<file path="src/rtl/tlul_tracker_pkg.sv">
// tlul_tracker_pkg: shared TL-UL opcodes, field widths and the A-channel beat record
package tlul_tracker_pkg;
   localparam int SOURCE_W = 9;
   localparam int ADDR_W   = 36;
   localparam int DATA_W   = 256;
   localparam int MASK_W   = 32;
   localparam logic [2:0] A_PUT_FULL_DATA    = 3'd0;
   localparam logic [2:0] A_PUT_PARTIAL_DATA = 3'd1;
   localparam logic [2:0] A_GET              = 3'd4;
   localparam logic [2:0] D_ACCESS_ACK       = 3'd0;
   localparam logic [2:0] D_ACCESS_ACK_DATA  = 3'd1;
   typedef struct packed {
      logic [2:0]          opcode;
      logic [2:0]          size;
      logic [SOURCE_W-1:0] source;
      logic [ADDR_W-1:0]   address;
      logic [MASK_W-1:0]   mask;
      logic [DATA_W-1:0]   data;
   } tl_a_beat_t;
endpackage

</file>
<file path="src/rtl/tlul_tracker_fifo.sv">
// tlul_tracker_fifo: registered FIFO of A-channel beats, no bypass
//   clock, reset : clock, synchronous active-high reset
//   push, wdata  : write a beat (caller guarantees !full)
//   pop, rdata   : drop the head beat / current head (caller guarantees !empty)
//   full, empty  : occupancy flags from registered pointers
module tlul_tracker_fifo import tlul_tracker_pkg::*; #(
   parameter int DEPTH = 4
) (
   input  logic       clock,
   input  logic       reset,
   input  logic       push,
   input  tl_a_beat_t wdata,
   input  logic       pop,
   output tl_a_beat_t rdata,
   output logic       full,
   output logic       empty
);
   localparam int PTR_W = $clog2(DEPTH);
   tl_a_beat_t mem_q [DEPTH];
   tl_a_beat_t mem_d [DEPTH];
   logic [PTR_W:0] wr_q, wr_d, rd_q, rd_d;
   always_comb begin
      mem_d = mem_q;
      if (push) mem_d[wr_q[PTR_W-1:0]] = wdata;
      wr_d  = wr_q + {{PTR_W{1'b0}}, push};
      rd_d  = rd_q + {{PTR_W{1'b0}}, pop};
      rdata = mem_q[rd_q[PTR_W-1:0]];
      empty = wr_q == rd_q;
      full  = (wr_q[PTR_W] != rd_q[PTR_W]) && (wr_q[PTR_W-1:0] == rd_q[PTR_W-1:0]);
   end
   always_ff @(posedge clock) begin
      if (reset) begin
         wr_q <= '0;
         rd_q <= '0;
      end else begin
         wr_q <= wr_d;
         rd_q <= rd_d;
      end
   end
   always_ff @(posedge clock) mem_q <= mem_d;
endmodule

</file>
<file path="src/rtl/tlul_req_tracker.sv">
// tlul_req_tracker: TL-UL A-channel buffer with in-flight source tracking and sticky protocol error flags
//   clock, reset              : clock, synchronous active-high reset
//   in_a_* / out_a_*          : A channel from adapter, buffered, toward L2
//   in_d_* / out_d_*          : D channel from L2, combinational pass-through toward adapter
//   inflight_cnt              : number of occupied tracker entries
//   err_unexpected_d, err_opcode, err_size, err_timeout : sticky error flags
//   Optional: define TLUL_TRACKER_TIMEOUT_EN for per-entry age counters driving err_timeout
module tlul_req_tracker import tlul_tracker_pkg::*; #(
   parameter int DEPTH          = 4,
   parameter int MAX_INFLIGHT   = 16,
   parameter int TIMEOUT_CYCLES = 1024
) (
   input  logic                                  clock,
   input  logic                                  reset,
   input  logic                                  in_a_valid,
   output logic                                  in_a_ready,
   input  logic [2:0]                            in_a_opcode,
   input  logic [2:0]                            in_a_size,
   input  logic [SOURCE_W-1:0]                   in_a_source,
   input  logic [ADDR_W-1:0]                     in_a_address,
   input  logic [MASK_W-1:0]                     in_a_mask,
   input  logic [DATA_W-1:0]                     in_a_data,
   output logic                                  out_a_valid,
   input  logic                                  out_a_ready,
   output logic [2:0]                            out_a_opcode,
   output logic [2:0]                            out_a_size,
   output logic [SOURCE_W-1:0]                   out_a_source,
   output logic [ADDR_W-1:0]                     out_a_address,
   output logic [MASK_W-1:0]                     out_a_mask,
   output logic [DATA_W-1:0]                     out_a_data,
   input  logic                                  in_d_valid,
   output logic                                  in_d_ready,
   input  logic [2:0]                            in_d_opcode,
   input  logic [2:0]                            in_d_size,
   input  logic [SOURCE_W-1:0]                   in_d_source,
   input  logic                                  in_d_denied,
   input  logic [DATA_W-1:0]                     in_d_data,
   input  logic                                  in_d_corrupt,
   output logic                                  out_d_valid,
   input  logic                                  out_d_ready,
   output logic [2:0]                            out_d_opcode,
   output logic [2:0]                            out_d_size,
   output logic [SOURCE_W-1:0]                   out_d_source,
   output logic                                  out_d_denied,
   output logic [DATA_W-1:0]                     out_d_data,
   output logic                                  out_d_corrupt,
   output logic [$clog2(MAX_INFLIGHT+1)-1:0]     inflight_cnt,
   output logic                                  err_unexpected_d,
   output logic                                  err_opcode,
   output logic                                  err_size,
   output logic                                  err_timeout
);
   localparam int IDX_W = $clog2(MAX_INFLIGHT);
   localparam int CNT_W = $clog2(MAX_INFLIGHT+1);
   tl_a_beat_t in_beat, head;
   logic fifo_full, fifo_empty, a_push, a_pop, d_fire;
   logic src_hit, d_hit, table_full;
   logic [IDX_W-1:0] free_idx, d_idx;
   logic [MAX_INFLIGHT-1:0] valid_q, valid_d, exp_q, exp_d;
   logic [SOURCE_W-1:0] src_q [MAX_INFLIGHT];
   logic [SOURCE_W-1:0] src_d [MAX_INFLIGHT];
   logic err_unexp_q, err_unexp_d, err_op_q, err_op_d, err_size_q, err_size_d;
   assign in_beat      = '{opcode: in_a_opcode, size: in_a_size, source: in_a_source,
                           address: in_a_address, mask: in_a_mask, data: in_a_data};
   assign in_a_ready   = !fifo_full;
   assign a_push       = in_a_valid && !fifo_full;
   assign out_a_opcode  = head.opcode;
   assign out_a_size    = head.size;
   assign out_a_source  = head.source;
   assign out_a_address = head.address;
   assign out_a_mask    = head.mask;
   assign out_a_data    = head.data;
   assign out_d_valid   = in_d_valid;
   assign in_d_ready    = out_d_ready;
   assign out_d_opcode  = in_d_opcode;
   assign out_d_size    = in_d_size;
   assign out_d_source  = in_d_source;
   assign out_d_denied  = in_d_denied;
   assign out_d_data    = in_d_data;
   assign out_d_corrupt = in_d_corrupt;
   assign d_fire        = in_d_valid && out_d_ready;
   assign err_unexpected_d = err_unexp_q;
   assign err_opcode       = err_op_q;
   assign err_size         = err_size_q;
   tlul_tracker_fifo #(.DEPTH(DEPTH)) u_fifo (
      .clock (clock),
      .reset (reset),
      .push  (a_push),
      .wdata (in_beat),
      .pop   (a_pop),
      .rdata (head),
      .full  (fifo_full),
      .empty (fifo_empty)
   );
   // Source hits look only at the registered table, so a same-cycle retire
   // never unblocks a dispatch of that source until the following cycle.
   always_comb begin
      src_hit      = 1'b0;
      d_hit        = 1'b0;
      d_idx        = '0;
      free_idx     = '0;
      inflight_cnt = '0;
      for (int i = MAX_INFLIGHT-1; i >= 0; i--) begin
         if (valid_q[i] && src_q[i] == head.source) src_hit = 1'b1;
         if (valid_q[i] && src_q[i] == in_d_source) begin
            d_hit = 1'b1;
            d_idx = IDX_W'(i);
         end
         if (!valid_q[i]) free_idx = IDX_W'(i);
         inflight_cnt = inflight_cnt + CNT_W'(valid_q[i]);
      end
      table_full  = &valid_q;
      out_a_valid = !fifo_empty && !table_full && !src_hit;
      a_pop       = out_a_valid && out_a_ready;
      valid_d     = valid_q;
      exp_d       = exp_q;
      src_d       = src_q;
      if (d_fire && d_hit) valid_d[d_idx] = 1'b0;
      if (a_pop) begin
         valid_d[free_idx] = 1'b1;
         src_d[free_idx]   = head.source;
         exp_d[free_idx]   = head.opcode == A_GET;
      end
      err_op_d    = err_op_q | (d_fire && d_hit &&
                    (exp_q[d_idx] ? in_d_opcode != D_ACCESS_ACK_DATA : in_d_opcode != D_ACCESS_ACK));
      err_unexp_d = err_unexp_q | (d_fire && !d_hit);
      err_size_d  = err_size_q | (a_push && in_a_size > 3'd5);
   end
   always_ff @(posedge clock) begin
      if (reset) begin
         valid_q     <= '0;
         exp_q       <= '0;
         for (int i = 0; i < MAX_INFLIGHT; i++) src_q[i] <= '0;
         err_unexp_q <= 1'b0;
         err_op_q    <= 1'b0;
         err_size_q  <= 1'b0;
      end else begin
         valid_q     <= valid_d;
         exp_q       <= exp_d;
         src_q       <= src_d;
         err_unexp_q <= err_unexp_d;
         err_op_q    <= err_op_d;
         err_size_q  <= err_size_d;
      end
   end
`ifdef TLUL_TRACKER_TIMEOUT_EN
   localparam int AGE_W = $clog2(TIMEOUT_CYCLES+1);
   logic [AGE_W-1:0] age_q [MAX_INFLIGHT];
   logic [AGE_W-1:0] age_d [MAX_INFLIGHT];
   logic err_to_q, err_to_d;
   // Ages saturate at the limit; the flag rises in the cycle an entry reaches it.
   always_comb begin
      err_to_d = err_to_q;
      for (int i = 0; i < MAX_INFLIGHT; i++) begin
         age_d[i] = (a_pop && free_idx == IDX_W'(i)) ? '0 :
                    (valid_q[i] && age_q[i] != AGE_W'(TIMEOUT_CYCLES)) ? age_q[i] + AGE_W'(1) : age_q[i];
         if (valid_q[i] && age_d[i] == AGE_W'(TIMEOUT_CYCLES)) err_to_d = 1'b1;
      end
   end
   always_ff @(posedge clock) begin
      if (reset) begin
         for (int i = 0; i < MAX_INFLIGHT; i++) age_q[i] <= '0;
         err_to_q <= 1'b0;
      end else begin
         age_q    <= age_d;
         err_to_q <= err_to_d;
      end
   end
   assign err_timeout = err_to_q;
`else
   assign err_timeout = 1'b0 & (TIMEOUT_CYCLES != 0);
`endif
endmodule

</file>
<file path="config.mk">
export PLATFORM = sky130hd
export DESIGN_NAME = tlul_req_tracker
export DESIGN_NICKNAME = d
export VERILOG_FILES = /design/src/rtl/tlul_tracker_pkg.sv /design/src/rtl/tlul_tracker_fifo.sv /design/src/rtl/tlul_req_tracker.sv
export SDC_FILE = /design/constraint.sdc
export NUM_CORES = 2
export LEC_CHECK = 0
export CAP_MARGIN = 10
export CORE_AREA = 5 5 483 485
export CTS_BUF_LIST = sky130_fd_sc_hd__clkbuf_8 sky130_fd_sc_hd__clkbuf_16
export DETAILED_ROUTE_END_ITERATION = 6
export DIE_AREA = 0 0 488 490
export PLACE_DENSITY = 0.59
export SKIP_LAST_GASP = 1
export SYNTH_ARGS = -nofsm -noshare
export SYNTH_HDL_FRONTEND = slang
export SYNTH_SLANG_ARGS = --single-unit
</file>
<file path="constraint.sdc">
create_clock -name clock -period 37.8 [get_ports clock]
set_input_delay 7.56 -clock clock [delete_from_list [all_inputs] [get_ports clock]]
set_output_delay 7.56 -clock clock [all_outputs]
set_load 0.005 [all_outputs]
</file>
* Yosys cells after proc, flatten, opt, wreduce, memory -nomap -nowiden
Cells that the tools add are included.
** Word-level totals
- Bits in registers :: 1541
- Input port bits :: 618
- Output and inout port bits :: 625
- Word-level logic and storage cells :: 256
** Cells by class
- Add/subtract/negate cells :: 17
- Order comparisons :: 10
- Equality and inequality tests :: 37
- Mux-type cells :: 83
- Bitwise operators :: 9
- Reductions and logical operators :: 53
** Operators by type and width (number)
- bitwise mux 1356 bit :: 1
- 2-to-1 mux 339 bit :: 3
- binary-select mux 339 bit (select 2 bit) :: 1
- demux 339 bit (select 2 bit) :: 1
- equality test 9 bit :: 32
- bitwise mux 144 bit :: 1
- 2-to-1 mux 4 bit :: 32
- adder 5 x 1 -> 5 bit :: 11
- logical AND 1 bit :: 46
- demux 9 bit (select 4 bit) :: 1
- 2-to-1 mux 1 bit :: 36
- 2-to-1 mux 16 bit :: 2
- AND 16 bit :: 1
- bitwise mux 16 bit :: 1
- NOT 16 bit :: 1
- bitwise OR 16 bit :: 1
- AND reduction 16 bit :: 1
- less-than comparator 4 x 5 -> 1 bit (second input constant) :: 2
- 2-to-1 mux 9 bit :: 1
- demux 1 bit (select 4 bit) :: 2
- greater-or-equal comparator 4 x 1 -> 1 bit (second input constant) :: 2
- adder 3 x 1 -> 3 bit :: 2
- greater-or-equal comparator 3 bit (second input constant) :: 2
- NOT 2 -> 3 bit :: 2
- other kinds (18) :: 24

* Longest topological paths before layout
- Word-level depth :: 27
- Depth in mapped cells :: 17
- Depth with buffers taken out :: 13

* Hierarchy
Synthesis repeated with hierarchy kept, for this count alone.
** Second synthesis, totals
- Cells, all modules :: 3393
- Area total of the unflattened synthesis :: 62623.8 um^2
** Modules (own cells, without submodules)
- tlul_tracker_fifo :: instances 1, cells each 1799, area each 49236.0 um^2, sequential area each 40839.2 um^2
- tlul_req_tracker :: instances 1, cells each 1594, area each 13387.8 um^2, sequential area each 3583.4 um^2

* Least setup slack after synthesis
OpenSTA, ideal clock, no wires.
- Path type :: input to register
- From :: input in_a_valid
- To :: register u_fifo.mem_q[1017] in the netlist's numbering, enable pin
- Library setup time :: 1.525 ns
- Data arrival time :: 32.309 ns
- Data required time :: 36.275 ns
- Slack :: 3.966 ns
- Cell stages on the path :: 3
- Path buffers :: 1
- Path through :: and2_1 clkbuf_1 nor3b_1
** On the way
- Longest elaborated chain between the ends :: 1
** Ends and longest elaborated chain
- start, declared :: line tlul_req_tracker.sv:15 : input logic in_a_valid,
- logical AND 1 bit :: line tlul_req_tracker.sv:66 : assign a_push = in_a_valid && !fifo_full;
- end signal, assigned :: line tlul_tracker_fifo.sv:40 : always_ff @(posedge clock) mem_q <= mem_d;
- end, declared :: line tlul_tracker_fifo.sv:19 : tl_a_beat_t mem_q [DEPTH];
Every way passes these cells.
A chain may end at the register's enable or synchronous reset.

* Final worst setup path
- From :: input in_d_source[5]
- To :: output out_d_source[5]
** RTL lines
- start, declared :: line tlul_req_tracker.sv:35 : input logic [SOURCE_W-1:0] in_d_source,
- end, declared :: line tlul_req_tracker.sv:43 : output logic [SOURCE_W-1:0] out_d_source,
No word-level cell between the ends.

==> impl_metrics.env <==
export IMPL_hold_slack_ns=0.482
export IMPL_ant_nets=0
export IMPL_fin_util=0.333
export IMPL_fin_tns_setup_ns=0
export IMPL_ys_warnings_count=0
export IMPL_syn_area_mm2=0.0622
export IMPL_syn_num_nets=4006
export IMPL_crit_path_end_kind="output pin"
export IMPL_gp_congestion=0.848
export IMPL_drt_pass1_iterations=5
export IMPL_multi_input_area_mm2=0.0146
export IMPL_synth_cells=3368
export IMPL_antenna_found_initial=79
export IMPL_cts_setup_buffers=0
export IMPL_vias=32000
export IMPL_worstMarginPinSlew_ns=1.21
export IMPL_vias_per_cell=4.55
export IMPL_r2r_start="u_fifo.rd_q[1]"
export IMPL_finalHoldViolations=0
export IMPL_grt_use_total=0.137
export IMPL_numCtsBuffers=168
export IMPL_ys_seq_area_frac=0.715
export IMPL_avgSynthCellArea_um2=18.5
export IMPL_place_ws_ns=21.27
export IMPL_fmax_ghz=0.0605
export IMPL_p_leak_uw=0.0244
export IMPL_cts_resized=0
export IMPL_clk_pin_slew_worst_paths_ns=0.06
export IMPL_worstSetupPathType="in -> out"
export IMPL_clk_latency_ns=0.85
export IMPL_synth_edf_count=1356
export IMPL_fin_area_mm2=0.0763
export IMPL_routed_wl_um=169000
export IMPL_rsz0062_at_grt="false"
export IMPL_fillers=21600
export IMPL_r2r_end="u_fifo.mem_q[1242]"
export IMPL_reg2reg_depth=9
export IMPL_peakVddDrop_mv=0.0432
export IMPL_dieHeight_um=490
export IMPL_max_cap_violations=0
export IMPL_seq_area_mm2=0.0444
export IMPL_grt_max_degree=127
export IMPL_drive_gt1_frac=0.167
export IMPL_hold_path_depth=2
export IMPL_max_slew_margin=0.186
export IMPL_post_route_min_period_ns=16.53
export IMPL_area_growth_pct=22.7
export IMPL_cts_htree_levels=4
export IMPL_dpl_cell_area_mm2=0.0706
export IMPL_yosys_area_top_type_share=0.655
export IMPL_grt_ovfl_total=0
export IMPL_hold_path_end="exp_q[13]"
export IMPL_hp_class="reg -> reg"
export IMPL_powerDensity_mw_per_mm2=57.3
export IMPL_ys_ff_latch=1541
export IMPL_clock_skew_ns=0.0909
export IMPL_critPathRequiredTime_ns=30.24
export IMPL_clock_root_buffer="clkbuf_16"
export IMPL_netlist_top_cells_area="edfxtp_1 (65%), mux4_2 (12%), dfxtp_1 (6.0%), buf_4 (3.6%), xor2_1 (2.5%)"
export IMPL_post_route_period_util=0.437
export IMPL_initial_core_util=0.272
export IMPL_outcome="finished clean"
export IMPL_start_kind="input pin"
export IMPL_crit_fanout=17
export IMPL_setup_ws_ns=21.27
export IMPL_port_buffers=719
export IMPL_post_drt_wl_per_cell_um=24.0
export IMPL_die_area_mm2=0.239
export IMPL_cts_tree="done"
export IMPL_yosys_area_top_type="edfxtp_1"
export IMPL_nNetsFinal=4493
export IMPL_cp_arrival_ns=8.97
export IMPL_final_setup_viol_count=0
export IMPL_async_flop_share=0
export IMPL_maxSlewViolCount=0
export IMPL_ys_types=71
export IMPL_holdCritStartpoint="exp_q[13]"
export IMPL_core_area_mm2=0.229
export IMPL_drtIter0Drc=1907
export IMPL_grt_pass1_wl_um=242000
export IMPL_die_w_um=488
export IMPL_postCtsHoldBufs=0
export IMPL_cts_sinks=1541
export IMPL_io_pins=1243
export IMPL_r2r_setup_slack_ns=31.70
export IMPL_place_hpwl_um=111000
export IMPL_rows=176
export IMPL_drc=0
export IMPL_ys_flop_type="edfxtp_1"
export IMPL_cts_max_path_buffers=3
export IMPL_grt_pass1_vias=33400
-- power breakdown --
part	switching, uW	leakage (uW)	total [uW]	internal, uW
clock network	706	0.00286	1640	938
logic	371	0.00765	766	396
registers	26.4	0.0139	1960	1930
total	1100	0.0244	4370	3270
-- worst max path at each step --
| stage | start | to |
|---|---|---|
| floorplan | in_a_valid | u_fifo.mem_q[1017] |
| global placement | in_d_source[0] | out_d_source[0] |
| detailed placement | in_d_source[6] | out_d_source[6] |
| CTS | in_d_source[0] | out_d_source[0] |
| global route | in_d_source[6] | out_d_source[6] |
| finish | in_d_source[5] | out_d_source[5] |
-- cells in the final DEF, fill, tap and decap left out, types with 5 or more instances in the layout --
| cell | n |
|---|---|
| a21oi_1 | 78 |
| buf_12 | 5 |
| buf_4 | 48 |
| bufinv_16 | 16 |
| clkbuf_16 | 168 |
| clkdlybuf4s50_1 | 718 |
| clkinv_1 | 31 |
| clkinv_16 | 14 |
| clkinv_2 | 24 |
| clkinv_4 | 7 |
| dfxtp_1 | 183 |
| diode_2 | 16 |
| edfxtp_1 | 1356 |
| fa_1 | 10 |
| ha_1 | 10 |
| inv_1 | 61 |
| inv_6 | 6 |
| mux2i_1 | 42 |
| mux4_2 | 339 |
| nand2_1 | 79 |
| nand2b_1 | 20 |
| nand3b_1 | 65 |
| nand4_1 | 52 |
| nor2_1 | 62 |
| nor2b_1 | 10 |
| nor3_1 | 6 |
| nor4_1 | 50 |
| o21ai_0 | 106 |
| o21ai_1 | 40 |
| or2_2 | 6 |
| xnor2_1 | 117 |
| xor2_1 | 178 |
-- metrics by stage --
| step | total power (uW) | std cells |
|---|---|---|
| after detailed placement | 2780 | 6711 |
| after floorplan | 2440 | 3368 |
| after global placement | 2780 | 6711 |
| after global routing | 4560 | 7022 |
| final | 4370 | 7033 |
| after CTS | 4450 | 7017 |
-- area by class of cell --
cell class | instances | share of cell area
Multi-Input combinational cell | 1345 | 0.192
Tap cell | 3026 | 0.0496
Antenna cell | 16 | 0.000525
Clock inverter | 135 | 0.0185
Timing Repair Buffer | 771 | 0.100
Inverter | 28 | 0.00138
Sequential cell | 1541 | 0.582
Clock buffer | 171 | 0.0556
-- metal layers --
metal  up-vias  track usage  routed length, um
met3       449       0.0696              18500
met5         -            0                608
met1     16500        0.154              62700
met4        84       0.0401               4950
met2      1140        0.228              82000
li1      13900            -                  -
-- synthesized netlist by cell type, types with 2 or more instances --
master       n
or3_1        3
or2_2        6
or4_1        3
a21o_1       2
nor2b_1     10
mux2i_1     42
mux4_2     339
a21oi_1     78
a31oi_1      4
a311oi_1     2
buf_2       28
xnor2_1    117
and2_1       2
buf_4      302
nand3_1      4
nor2_4       3
a21boi_0     2
nand4_1     52
a41oi_1      2
fa_1        10
o21bai_1     2
nand2_1     79
buf_12       3
nand2b_1    20
nand3b_1    65
inv_1       28
nor3_1       6
o21ai_0    106
nor4b_1      2
clkbuf_1    57
or2_4        3
buf_6       15
o211ai_1     2
o21a_1       4
or3b_2       4
xor2_1     178
nor4_1      50
ha_1        10
dfxtp_1    185
and3_1       3
o21ai_1     40
edfxtp_1  1356
buf_1       49
nor2_1      63
-- cell families after synthesis --
| kind of cell | count (synthesis) | synth area share |
|---|---|---|
| other | 1 | 0.0000603 |
| adders and majority gates | 20 | 0.00523 |
| xor gates and xnor gates | 295 | 0.0416 |
| and+or+nand+nor | 391 | 0.0362 |
| AOI/OAI and AO/OA | 256 | 0.0221 |
| DFF | 1541 | 0.715 |
| buffers and inverters | 482 | 0.0505 |
| muxes | 382 | 0.130 |
-- sequential cells by signal, indices dropped and copies added, names as in the netlist --
name / count
src_q: 144
err_size: 1
err_unexpected_d: 1
err_opcode: 1
valid_q: 16
u_fifo.mem_q: 1356
u_fifo.rd_q: 3
exp_q: 16
u_fifo.wr_q: 3
-- critical path, cell delays in order --
cell             delay [ns]
clkdlybuf4s50_1        0.45
buf_4                  0.36
clkdlybuf4s50_1        0.58
(Power assumes the default switching activity.)
